File: src/rtl/tone_envelope.sv
// tone_envelope
// ADSR amplitude envelope that gates a 1-bit square-wave tone with a
// volume PWM derived from the current envelope level.
//
// Ports:
//   clk_i       system clock
//   rst_i       synchronous active-high reset
//   tone_i      square-wave tone from the PWM modulator
//   note_on_i   single-cycle note trigger (retriggers ATTACK from any state)
//   note_off_i  single-cycle note release (ATTACK/DECAY/SUSTAIN -> RELEASE)
//   level_o     current envelope level (registered)
//   state_o     envelope state: IDLE=0 ATTACK=1 DECAY=2 SUSTAIN=3 RELEASE=4
//   sound_o     gated audio bit, registered: tone_i & (vol_cnt < level)
module tone_envelope #(
    parameter int                LVL_BW      = 8,
    parameter logic [23:0]       TICK_DIV    = 24'd4800,
    parameter logic [LVL_BW-1:0] ATTACK_INC  = 8'd16,
    parameter logic [LVL_BW-1:0] DECAY_DEC   = 8'd4,
    parameter logic [LVL_BW-1:0] SUSTAIN_LVL = 8'd128,
    parameter logic [LVL_BW-1:0] RELEASE_DEC = 8'd8
) (
    input  logic              clk_i,
    input  logic              rst_i,
    input  logic              tone_i,
    input  logic              note_on_i,
    input  logic              note_off_i,
    output logic [LVL_BW-1:0] level_o,
    output logic [2:0]        state_o,
    output logic              sound_o
);

    localparam logic [2:0] ST_IDLE    = 3'd0;
    localparam logic [2:0] ST_ATTACK  = 3'd1;
    localparam logic [2:0] ST_DECAY   = 3'd2;
    localparam logic [2:0] ST_SUSTAIN = 3'd3;
    localparam logic [2:0] ST_RELEASE = 3'd4;

    // Full-scale level widened by one bit so saturation can be detected.
    localparam logic [LVL_BW:0] LVL_MAX = {1'b0, {LVL_BW{1'b1}}};

    logic [23:0]       tick_cnt_q, tick_cnt_d;
    logic [LVL_BW-1:0] vol_cnt_q, vol_cnt_d;
    logic [LVL_BW-1:0] level_q, level_d;
    logic [2:0]        state_q, state_d;
    logic              sound_q, sound_d;

    logic              tick_s;
    logic              releasable_s;
    logic [LVL_BW:0]   att_sum_s;
    logic [LVL_BW:0]   dec_diff_s;
    logic [LVL_BW:0]   rel_diff_s;

    // Envelope tick divider; a note-on realigns it so the first tick lands
    // exactly TICK_DIV cycles after the trigger.
    always_comb begin
        tick_s = (tick_cnt_q == (TICK_DIV - 24'd1));
        if (note_on_i) begin
            tick_cnt_d = 24'd0;
        end else if (tick_s) begin
            tick_cnt_d = 24'd0;
        end else begin
            tick_cnt_d = tick_cnt_q + 24'd1;
        end
    end

    // Free-running volume PWM ramp; wraps naturally at 2^LVL_BW.
    always_comb begin
        vol_cnt_d = vol_cnt_q + LVL_BW'(1);
    end

    // Envelope FSM and level update. Arithmetic is one bit wider than the
    // level so that attack overflow and decay/release underflow show up in
    // the top bit and can be clamped.
    always_comb begin
        att_sum_s    = {1'b0, level_q} + {1'b0, ATTACK_INC};
        dec_diff_s   = {1'b0, level_q} - {1'b0, DECAY_DEC};
        rel_diff_s   = {1'b0, level_q} - {1'b0, RELEASE_DEC};
        releasable_s = (state_q == ST_ATTACK) || (state_q == ST_DECAY) ||
                       (state_q == ST_SUSTAIN);
        state_d      = state_q;
        level_d      = level_q;

        if (note_on_i) begin
            // Retrigger keeps the level: attack resumes from where it is.
            state_d = ST_ATTACK;
        end else if (note_off_i && releasable_s) begin
            state_d = ST_RELEASE;
        end else if (tick_s) begin
            case (state_q)
                ST_IDLE: begin
                    level_d = '0;
                end
                ST_ATTACK: begin
                    if (att_sum_s >= LVL_MAX) begin
                        level_d = '1;
                        state_d = ST_DECAY;
                    end else begin
                        level_d = att_sum_s[LVL_BW-1:0];
                    end
                end
                ST_DECAY: begin
                    // A sustain level at full scale makes this exit on the
                    // first tick with the level still at full scale.
                    if (dec_diff_s[LVL_BW] || (dec_diff_s[LVL_BW-1:0] <= SUSTAIN_LVL)) begin
                        level_d = SUSTAIN_LVL;
                        state_d = ST_SUSTAIN;
                    end else begin
                        level_d = dec_diff_s[LVL_BW-1:0];
                    end
                end
                ST_SUSTAIN: begin
                    level_d = level_q;
                end
                ST_RELEASE: begin
                    if (rel_diff_s[LVL_BW] || (rel_diff_s[LVL_BW-1:0] == '0)) begin
                        level_d = '0;
                        state_d = ST_IDLE;
                    end else begin
                        level_d = rel_diff_s[LVL_BW-1:0];
                    end
                end
                default: begin
                    level_d = '0;
                    state_d = ST_IDLE;
                end
            endcase
        end else begin
            state_d = state_q;
            level_d = level_q;
        end
    end

    // Audio gate: tone passes while the PWM ramp is below the level.
    always_comb begin
        sound_d = tone_i & (vol_cnt_q < level_q);
    end

    // State registers with synchronous reset.
    always_ff @(posedge clk_i) begin
        if (rst_i) begin
            tick_cnt_q <= 24'd0;
            vol_cnt_q  <= '0;
            level_q    <= '0;
            state_q    <= ST_IDLE;
            sound_q    <= 1'b0;
        end else begin
            tick_cnt_q <= tick_cnt_d;
            vol_cnt_q  <= vol_cnt_d;
            level_q    <= level_d;
            state_q    <= state_d;
            sound_q    <= sound_d;
        end
    end

    assign level_o = level_q;
    assign state_o = state_q;
    assign sound_o = sound_q;

endmodule

File: config.mk
export PLATFORM = sky130hd
export DESIGN_NAME = tone_envelope
export DESIGN_NICKNAME = d
export VERILOG_FILES = /design/src/rtl/tone_envelope.sv
export SDC_FILE = /design/constraint.sdc
export NUM_CORES = 1
export LEC_CHECK = 0
export CORE_MARGIN = 3
export CORE_UTILIZATION = 55
export CTS_BUF_LIST = sky130_fd_sc_hd__clkbuf_16
export CTS_CLUSTER_DIAMETER = 120
export DETAILED_ROUTE_END_ITERATION = 10
export HOLD_SLACK_MARGIN = 0.06
export PLACE_DENSITY_LB_ADDON = 0.3
export SYNTH_ARGS = -nofsm -noshare
export SYNTH_HDL_FRONTEND = slang
export SYNTH_SLANG_ARGS = --single-unit
File: constraint.sdc
create_clock -name clk_i -period 3.2 [get_ports clk_i]
set_clock_uncertainty 0.15 [all_clocks]
set_input_delay 0.64 -clock clk_i [delete_from_list [all_inputs] [get_ports clk_i]]
set_output_delay 0.64 -clock clk_i [all_outputs]
set_load 0.005 [all_outputs]
Word level (Yosys, flattened, before mapping)
Cells that the tools add are included.
{"block": "word_totals", "reg_bits": 44, "wordCells": 64, "latch_bits": 0, "ramBits": 0, "romBits": 0, "output_inout_bits": 12, "in_bits": 5, "memories": 0}
{"block": "classes", "magnitude_cmp": 3, "n_eq_ne": 16, "n_mul": 0, "mux": 11, "div_mod_pow": 0, "n_addsub": 5, "n_bitwise": 5, "reduce_logical": 17, "shifts": 0}
{"operator": "8-bit one-hot mux with 4 select lines", "count": 1}
{"operator": "24-bit by 1-bit adder with 24-bit output, second input constant", "count": 1}
{"operator": "24-bit by 13-bit == test with 1-bit output, second input constant", "count": 1}
{"operator": "8-bit 2-to-1 mux", "count": 3}
{"operator": "3-bit 2-to-1 mux", "count": 5}
{"operator": "5-bit AND reduction", "count": 3}
{"operator": "3-bit one-hot mux with 4 select lines", "count": 1}
{"operator": "8-bit by 5-bit adder with 9-bit output, second input constant", "count": 1}
{"operator": "9-bit by 8-bit >= comparator with 1-bit output, second input constant", "count": 1}
{"operator": "3-bit by 1-bit != test with 1-bit output, second input constant", "count": 3}
{"operator": "8-bit by 3-bit subtractor with 9-bit output, second input constant", "count": 1}
{"operator": "8-bit by 4-bit subtractor with 9-bit output, second input constant", "count": 1}
{"operator": "8-bit by 1-bit adder with 8-bit output, second input constant", "count": 1}
{"operator": "8-bit <= comparator, second input constant", "count": 1}
{"operator": "8-bit logical NOT", "count": 1}
{"operator": "8-bit less-than comparator", "count": 1}
{"operator": "4-bit by 2-bit != test with 1-bit output, second input constant", "count": 2}
{"operator": "3-bit by 2-bit == test with 1-bit output, second input constant", "count": 2}
{"operator": "2-bit by 1-bit != test with 1-bit output, second input constant", "count": 3}
{"operator": "3-bit OR reduction", "count": 2}
{"operator": "1-bit logical OR", "count": 4}
{"operator": "4-bit != test, second input constant", "count": 1}
{"operator": "1-bit inverter", "count": 4}
{"operator": "4-bit AND reduction", "count": 1}
{"operator": "11 further kinds", "count": 12}

Logic depth before layout (Yosys ltp)
Gate-level depths: netlist (run 1).
{"block": "depth", "word_depth": 8, "ltp_mapped": 8, "depth_no_buf": 8}

Worst setup path before layout (run 1)
No wires, ideal clock.
{"block": "synth_timing", "kind": "register to register", "from": "register level_q[3], in the netlist level_o[3]", "to": "register state_q[0], in the netlist state_o[0]", "required_time_ns": 2.971, "setup_slack_ns": 0.765, "path_stages_with_launch": 9, "path_buffers": 0, "t_arrival_ns": 2.205, "setup_ns": 0.079, "period_less_slack_ns": 2.435, "cell_sequence": "dfxtp_1 -> inv_1 -> ha_1 -> and4bb_1 -> nand2_1 -> o311ai_2 -> nand2_1 -> or3b_1 -> a211oi_2"}
{"block": "synth_between", "elab_chain_cells": 5, "elab_cells_between_ends": 12, "cone_classes": "3 x add/sub; 2 x order compare; 3 x eq/ne; 4 x reduce/logical"}
{"item": "from (decl)", "line": "43", "source": "logic [LVL_BW-1:0] level_q, level_d;"}
{"item": "from (signal assigned)", "line": "149", "source": "level_q <= level_d;"}
{"item": "8-bit by 3-bit subtractor with 9-bit output or 8-bit by 4-bit subtractor with 9-bit output (tied branches)", "line": "76, 77"}
{"item": "8-bit <= comparator or 8-bit logical NOT (tied branches)", "line": "104, 115"}
{"item": "1-bit logical OR (on tied branches)", "line": "104, 115"}
{"item": "4-bit by 2-bit != test with 1-bit output (no line) or 4-bit != test (tied branches)"}
{"item": "5-bit AND reduction (no line) *"}
{"item": "to (signal assigned)", "line": "150", "source": "state_q <= state_d;"}
{"item": "to (decl)", "line": "44", "source": "logic [2:0] state_q, state_d;"}
Every way passes the cells marked *; elsewhere a longest branch is shown, timed or not.
A chain may end at the register's enable or synchronous reset.

Worst setup path in the final report (run 1)
{"block": "layout_timing", "from": "register level_q[3], in the netlist level_o[3]", "to": "register state_q[1], in the netlist state_o[1]"}
{"block": "layout_between", "elab_chain_cells": 5, "elab_cells_between_ends": 12, "cone_classes": "3 x add/sub; 2 x order compare; 3 x eq/ne; 4 x reduce/logical"}
{"item": "8-bit by 3-bit subtractor with 9-bit output or 8-bit by 4-bit subtractor with 9-bit output (tied branches)", "line": "76, 77"}
{"item": "8-bit <= comparator or 8-bit logical NOT (tied branches)", "line": "104, 115"}
{"item": "1-bit logical OR (on tied branches)", "line": "104, 115"}
{"item": "2-bit by 1-bit != test with 1-bit output (no line) or 2-bit != test (tied branches)"}
{"item": "5-bit AND reduction (no line) *"}
Marks and branches as above.

==> results of run 1 <==
[cell usage in the layout (no fill, tap or decap), types with 2 or more instances in the layout]
cell type	count
nor2_1	47
dfxtp_1	43
nand2_1	20
nand3_1	20
ha_1	19
xnor2_1	17
clkdlybuf4s50_1	16
inv_1	12
xor2_1	12
a21oi_1	11
o21ai_0	8
nor3_1	6
nor2b_1	5
nand4_1	5
clkbuf_16	5
or3b_1	4
a211oi_1	4
o21bai_1	4
and3_1	4
or3_1	4
buf_4	4
a21o_1	3
and4bb_1	2
and2_1	2
mux2i_1	2
a31o_2	2
a32oi_1	2
nor4_1	2
or3_4	2
a31oi_1	2
[cell type report]
| type | count | area [µm²] | share of cell area, % |
|---|---|---|---|
| Inverter | 13 | 48.8 | 1.62 |
| Clock inverter | 2 | 37.5 | 1.24 |
| Sequential cell | 43 | 861 | 28.5 |
| Clock buffer | 5 | 125 | 4.14 |
| Tap cell | 52 | 65.1 | 2.15 |
| Multi-Input combinational cell | 246 | 1690 | 56.0 |
| Timing Repair Buffer | 20 | 190 | 6.30 |
[metrics by stage]
step                instances  area [µm²]  hold slack, ps  power, mW
floorplan                 308        2640             271      0.593
global placement          374        2860             286      0.610
detailed placement        374        2860             299      0.611
CTS                       381        3020             316       1.17
global route              381        3020             347       1.20
finish                    381        3020             309       1.16
[kinds of logic after synthesis]
logic type | Yosys count | share of synthesized area [%]
xor+xnor | 29 | 9.63
flops | 43 | 32.7
mux | 2 | 0.759
fa+ha+maj | 20 | 9.40
simple gates | 140 | 29.1
buf+inv | 19 | 3.18
compound gates | 55 | 15.3
[sequential cells by signal (all words and copies together) (netlist names)]
name	flops
sound_o	1
vol_cnt_q	8
tick_cnt_q	24
state_o	3
level_o	7
[power by group through the flow]
stage                     Sequential [mW]  Combinational (mW)  Clock, mW
after floorplan                     0.559              0.0343          0
after global placement              0.560              0.0497          0
after detailed placement            0.560              0.0505          0
after CTS                           0.548              0.0510      0.576
after global routing                0.549              0.0563      0.597
final                               0.549              0.0506      0.563
[worst paths after layout]
kind                                   start            to  slack (ps)
worst max-delay path              level_o[3]    state_o[1]         450
worst min-delay path            vol_cnt_q[0]  vol_cnt_q[0]         310
worst max register to register    level_o[3]    state_o[1]         450
worst min register to register  vol_cnt_q[0]  vol_cnt_q[0]         310
[cell usage after synthesis (3+ instances only)]
master    instances  area (µm²)
nor2_1           47         176
dfxtp_1          43         861
nand2_1          20        75.1
nand3_1          20         100
ha_1             19         238
xnor2_1          17         149
inv_1            12        45.0
xor2_1           12         105
a21oi_1          11        55.1
o21ai_0           8        40.0
nor3_1            6        30.0
nand4_1           5        31.3
nor2b_1           5        31.3
a211oi_1          4        30.0
and3_1            4        25.0
o21bai_1          4        30.0
or3_1             4        25.0
or3b_1            4        35.0
a21o_1            3        22.5
[metal layers]
metal / up-vias / track usage, % / wire, µm
li1: 1143 / - / -
met1: 1044 / 26.0 / 2540
met2: 56 / 33.8 / 2540
met3: 7 / 4.67 / 230
met4: 0 / 5.83 / 63
met5: - / 0 / 0
==> impl_metrics.toml, run 1 <==
[setup_path]
crit_chain = "inv_1, ha_1, nor3b_1, nand4_1, a221o_1, nand2_1, o211ai_1, a311oi_1"
reg2regPathDepth = 8
worst-path-buf-inv = 1
cp.required_ps = 3230
worst_setup_path_start_kind = "register"
worst-path-stages = 8
crit_arrival_ps = 2780
end_kind = "register"
crit_family = "compound AO/OA/AOI/OAI gates"
crit_slowest_cell = "a221o_1"
cpPeakStageDelay_ps = 450
setup.worst_path.class = "reg -> reg"
cp_max_fo = 8

[die]
coreArea_mm2 = 0.00450
initial_core_util_pct = 58.5
fp.dieH_um = 75.2
rows = 24
ioPinCount = 17
die_area_mm2 = 0.00566
fp.dieW_um = 75.2

[layout]
area_growth_pct = 14.5
nets = 353
layout-drive-gt1-share_pct = 9.73
antenna_cells = 0
fillCellCount = 407
final_util_pct = 67.0

[timing]
fin_crit_ps = 2750
timing.final.crit_share_pct = 86.0
max_freq_ghz = 0.363
setup_viol = 0
final_hold_viol_count = 0
setup_tns_ps = 0
setup_ws_ps = 449
rsz0062_at_grt = "false"
slew_viol_final = 0
worst_slew_pin_slew_ps = 749
slew_headroom_pct = 49.9

[clock_tree]
cts_tree = "yes"
clk_pin_slew_ps = 60
h-tree-depth = 2
cts_resized = 0
clkLatencyLatePin_ps = 280
post_cts_buffers = 0
clock-root-buffer = "clkbuf_16"
ctsLongestPathBuffers = 2
clock_sinks = 43
holdBufCountCts = 0
cts_buffers = 5

[power_and_ir_drop]
p_leak_nw = 1.07
p_clk_share_pct = 48.4
ir_drop_mv = 0.427
netSwitchingPower_uw = 233
powerDensity_mw_per_mm2 = 385
p_seq_share_pct = 47.2
comb_power_share_pct = 4.4
internal-power_uw = 930
swShare_pct = 20.0

[placed_design]
place_hpwl_mm = 3.95
place_ws_ps = 268
gp_congestion = 0.944
io_buffers = 16

[synthesis]
yosysWarnings = 0
synth-edff-count = 0
synthArstFlopShare_pct = 0
syn_inst = 308
syn_area_mm2 = 0.00264
synth_cell_types = 70
synth_fp_nets = 332
synth_flop_cell = "dfxtp_1"
seq_area_frac_synth_pct = 32.7
ys_ff_latch = 43
syn-mean-instance-area_um2 = 8.56

[route]
wl_mm = 5.37
route.detailed.drc = 0
drt_iter0_drc = 107
first_pass_iters = 4
vias_per_cell = 5.91
vias = 2250
wl_per_cell_um = 14.1
postRouteAntennaNets = 0

[status]
status = "finished, final reports clean"

[global_route]
track_usage_pct = 20.2
antenna_found_initial = 0
grt_max_degree = 24
grt_remaining_overflow = 0
grt_first_pass_wirelength_mm = 8.83
grt_pass1_vias = 1992

[flow_run]
maxCapViolations = 0

[hold_path]
holdPathStages = 1
min_path_type = "reg -> reg"
Power figures use the tool's default switching activity.
==> inputs of run 2 (changes only) <==
- ABC_CLOCK_PERIOD_IN_PS: default -> 3200
- CELL_PAD_IN_SITES_DETAIL_PLACEMENT: default -> 0
- CELL_PAD_IN_SITES_GLOBAL_PLACEMENT: default -> 1
- CORE_UTILIZATION: 55 -> 45
==> run 2 against run 1 <==
  * Die area is 20% higher
  * Critical endpoint is now state_o[0]
  * Clock power decreased by 15%
  * Count of clock-buffer cells in the layout unchanged
  * Sequential share of layout area down 0.20 points
  * Sequential power hardly changed
  * Global-route usage shrank 2.2 points
  * Worst hold slack lost 4.4 ps
  * Cell area is 0.70% higher
  * Largest cell class unchanged
  * Power decreased by 7.3%
  * Wire length is 3.7% higher
  * Worst setup slack better by 41 ps
==> impl_metrics.toml, run 2 (synthesized netlist as in run 1, its figures left out) <==
[status]
status = "finished, final reports clean"

[timing]
setup_tns_ps = 0
final_hold_viol_count = 0
fin_crit_ps = 2710
setup_ws_ps = 490
max_freq_ghz = 0.369
worst_slew_pin_slew_ps = 459
slew_viol_final = 0
setup_viol = 0
rsz0062_at_grt = "false"
slew_headroom_pct = 69.3
timing.final.crit_share_pct = 84.7

[layout]
layout.cells.non_filler = 405
nets = 356
layout_commonest_cell = "nor2_1"
layout_common_cells = "nor2_1, dfxtp_1, nand2_1, nand3_1, ha_1"
regMostFlops = "tick_cnt_q"
area_growth_pct = 15.3
final_util_pct = 54.5
layout-drive-gt1-share_pct = 9.91
antenna_cells = 0
largest_reg_flops = 24
fin_area_mm2 = 0.00304

[route]
wl_mm = 5.57
wl_per_cell_um = 13.8
vias_per_cell = 5.49
postRouteAntennaNets = 0
route.detailed.drc = 0
vias = 2225
first_pass_iters = 4
drt_iter0_drc = 96

[global_route]
grtUsageMet3_pct = 4.12
use_met1_pct = 23.9
grt_max_degree = 24
grt_pass1_vias = 2044
antenna_found_initial = 0
grt_first_pass_wirelength_mm = 9.58
use_met2_pct = 30.0
grt_remaining_overflow = 0
grt_busiest_layer = "met2"
track_usage_pct = 18.0

[setup_path]
r2r_end = "state_o[0]"
reg2regPathDepth = 8
cp_max_fo = 10
cpPeakStageDelay_ps = 520
end_kind = "register"
crit_end = "state_o[0]"
crit_start = "level_o[5]"
worst-path-buf-inv = 1
crit_arrival_ps = 2770
cp.required_ps = 3260
setup.worst_path.class = "reg -> reg"
reg2reg_slack_ps = 490
worst-path-stages = 8
worst_setup_path_start_kind = "register"
crit_chain = "inv_1, ha_1, a32oi_1, nor4b_1, o21ai_2, a21oi_2, or3b_1, a211oi_2"
r2r-start = "level_o[5]"
crit_slowest_cell = "dfxtp_1"
crit_family = "simple AND/OR/NAND/NOR gates"

[clock_tree]
cts_tree = "yes"
cts_buffers = 5
post_cts_buffers = 0
holdBufCountCts = 0
clk_pin_slew_ps = 60
clock_sinks = 43
clkLatencyLatePin_ps = 280
cts_resized = 0
ctsLongestPathBuffers = 2
h-tree-depth = 2
clock-root-buffer = "clkbuf_16"

[power_and_ir_drop]
swShare_pct = 21.3
powerDensity_mw_per_mm2 = 354
comb_power_share_pct = 4.8
p_leak_nw = 1.08
p_seq_share_pct = 50.9
ir_drop_mv = 0.325
p_clk_share_pct = 44.3
internal-power_uw = 848
netSwitchingPower_uw = 229

[placed_design]
io_buffers = 16
place_hpwl_mm = 4.13
place_ws_ps = 270
placed_cells = 397
gp_congestion = 0.855
dpl-instance-area_mm2 = 0.00290

[die]
ioPinCount = 17
initial_core_util_pct = 47.3
coreArea_mm2 = 0.00557
fp.dieH_um = 82.5
fp.dieW_um = 82.5
rows = 27
die_area_mm2 = 0.00681

[hold_path]
min_path_type = "reg -> reg"

[flow_run]
maxCapViolations = 0
[run 2: area by class of cell]
class,count,area [µm²]
clock buffers,5,125
clock inverters,3,11.3
fillers,536,2530
inverters,13,48.8
multi-input cells,246,1690
flip-flops and latches,43,861
well taps,72,90.1
repair buffers,23,213
[run 2: power groups by stage]
stage | clock (mW) | sequential [mW] | combinational, mW
2_1_floorplan | 0 | 0.559 | 0.0343
3_3_place_gp | 0 | 0.560 | 0.0519
3_5_place_dp | 0 | 0.560 | 0.0527
4_1_cts | 0.491 | 0.548 | 0.0531
5_1_grt | 0.519 | 0.549 | 0.0594
6_report | 0.477 | 0.548 | 0.0522
[run 2: worst min path at each step]
stage / startpoint / to / slack, ps / cells after the start
after floorplan: vol_cnt_q[0] / vol_cnt_q[0] / 270 / 1
after detailed placement: vol_cnt_q[0] / vol_cnt_q[0] / 300 / 1
final: vol_cnt_q[0] / vol_cnt_q[0] / 300 / 1
after global placement: vol_cnt_q[0] / vol_cnt_q[0] / 290 / 1
after global routing: vol_cnt_q[0] / vol_cnt_q[0] / 340 / 1
after CTS: vol_cnt_q[0] / vol_cnt_q[0] / 310 / 1
[run 2: metal layers]
metal  wire length, µm  up-vias
li1                  -     1154
met1              2640     1039
met2              2710       30
met3               185        2
met4                30        0
met5                 0        -
[run 2: worst register-to-register path: cells and delay by family, from the launching register on]
kind | cells | cell delay, ps
and+or+nand+nor | 2 | 720
DFF | 1 | 520
adders and majority gates | 1 | 350
buffers and inverters | 1 | 200
AOI/OAI and AO/OA | 4 | 690
[run 2: stage by stage]
stage	power (mW)	hold slack [ps]
finish	1.08	305
floorplan	0.593	271
global placement	0.612	289
CTS	1.09	308
global route	1.13	337
detailed placement	0.613	297
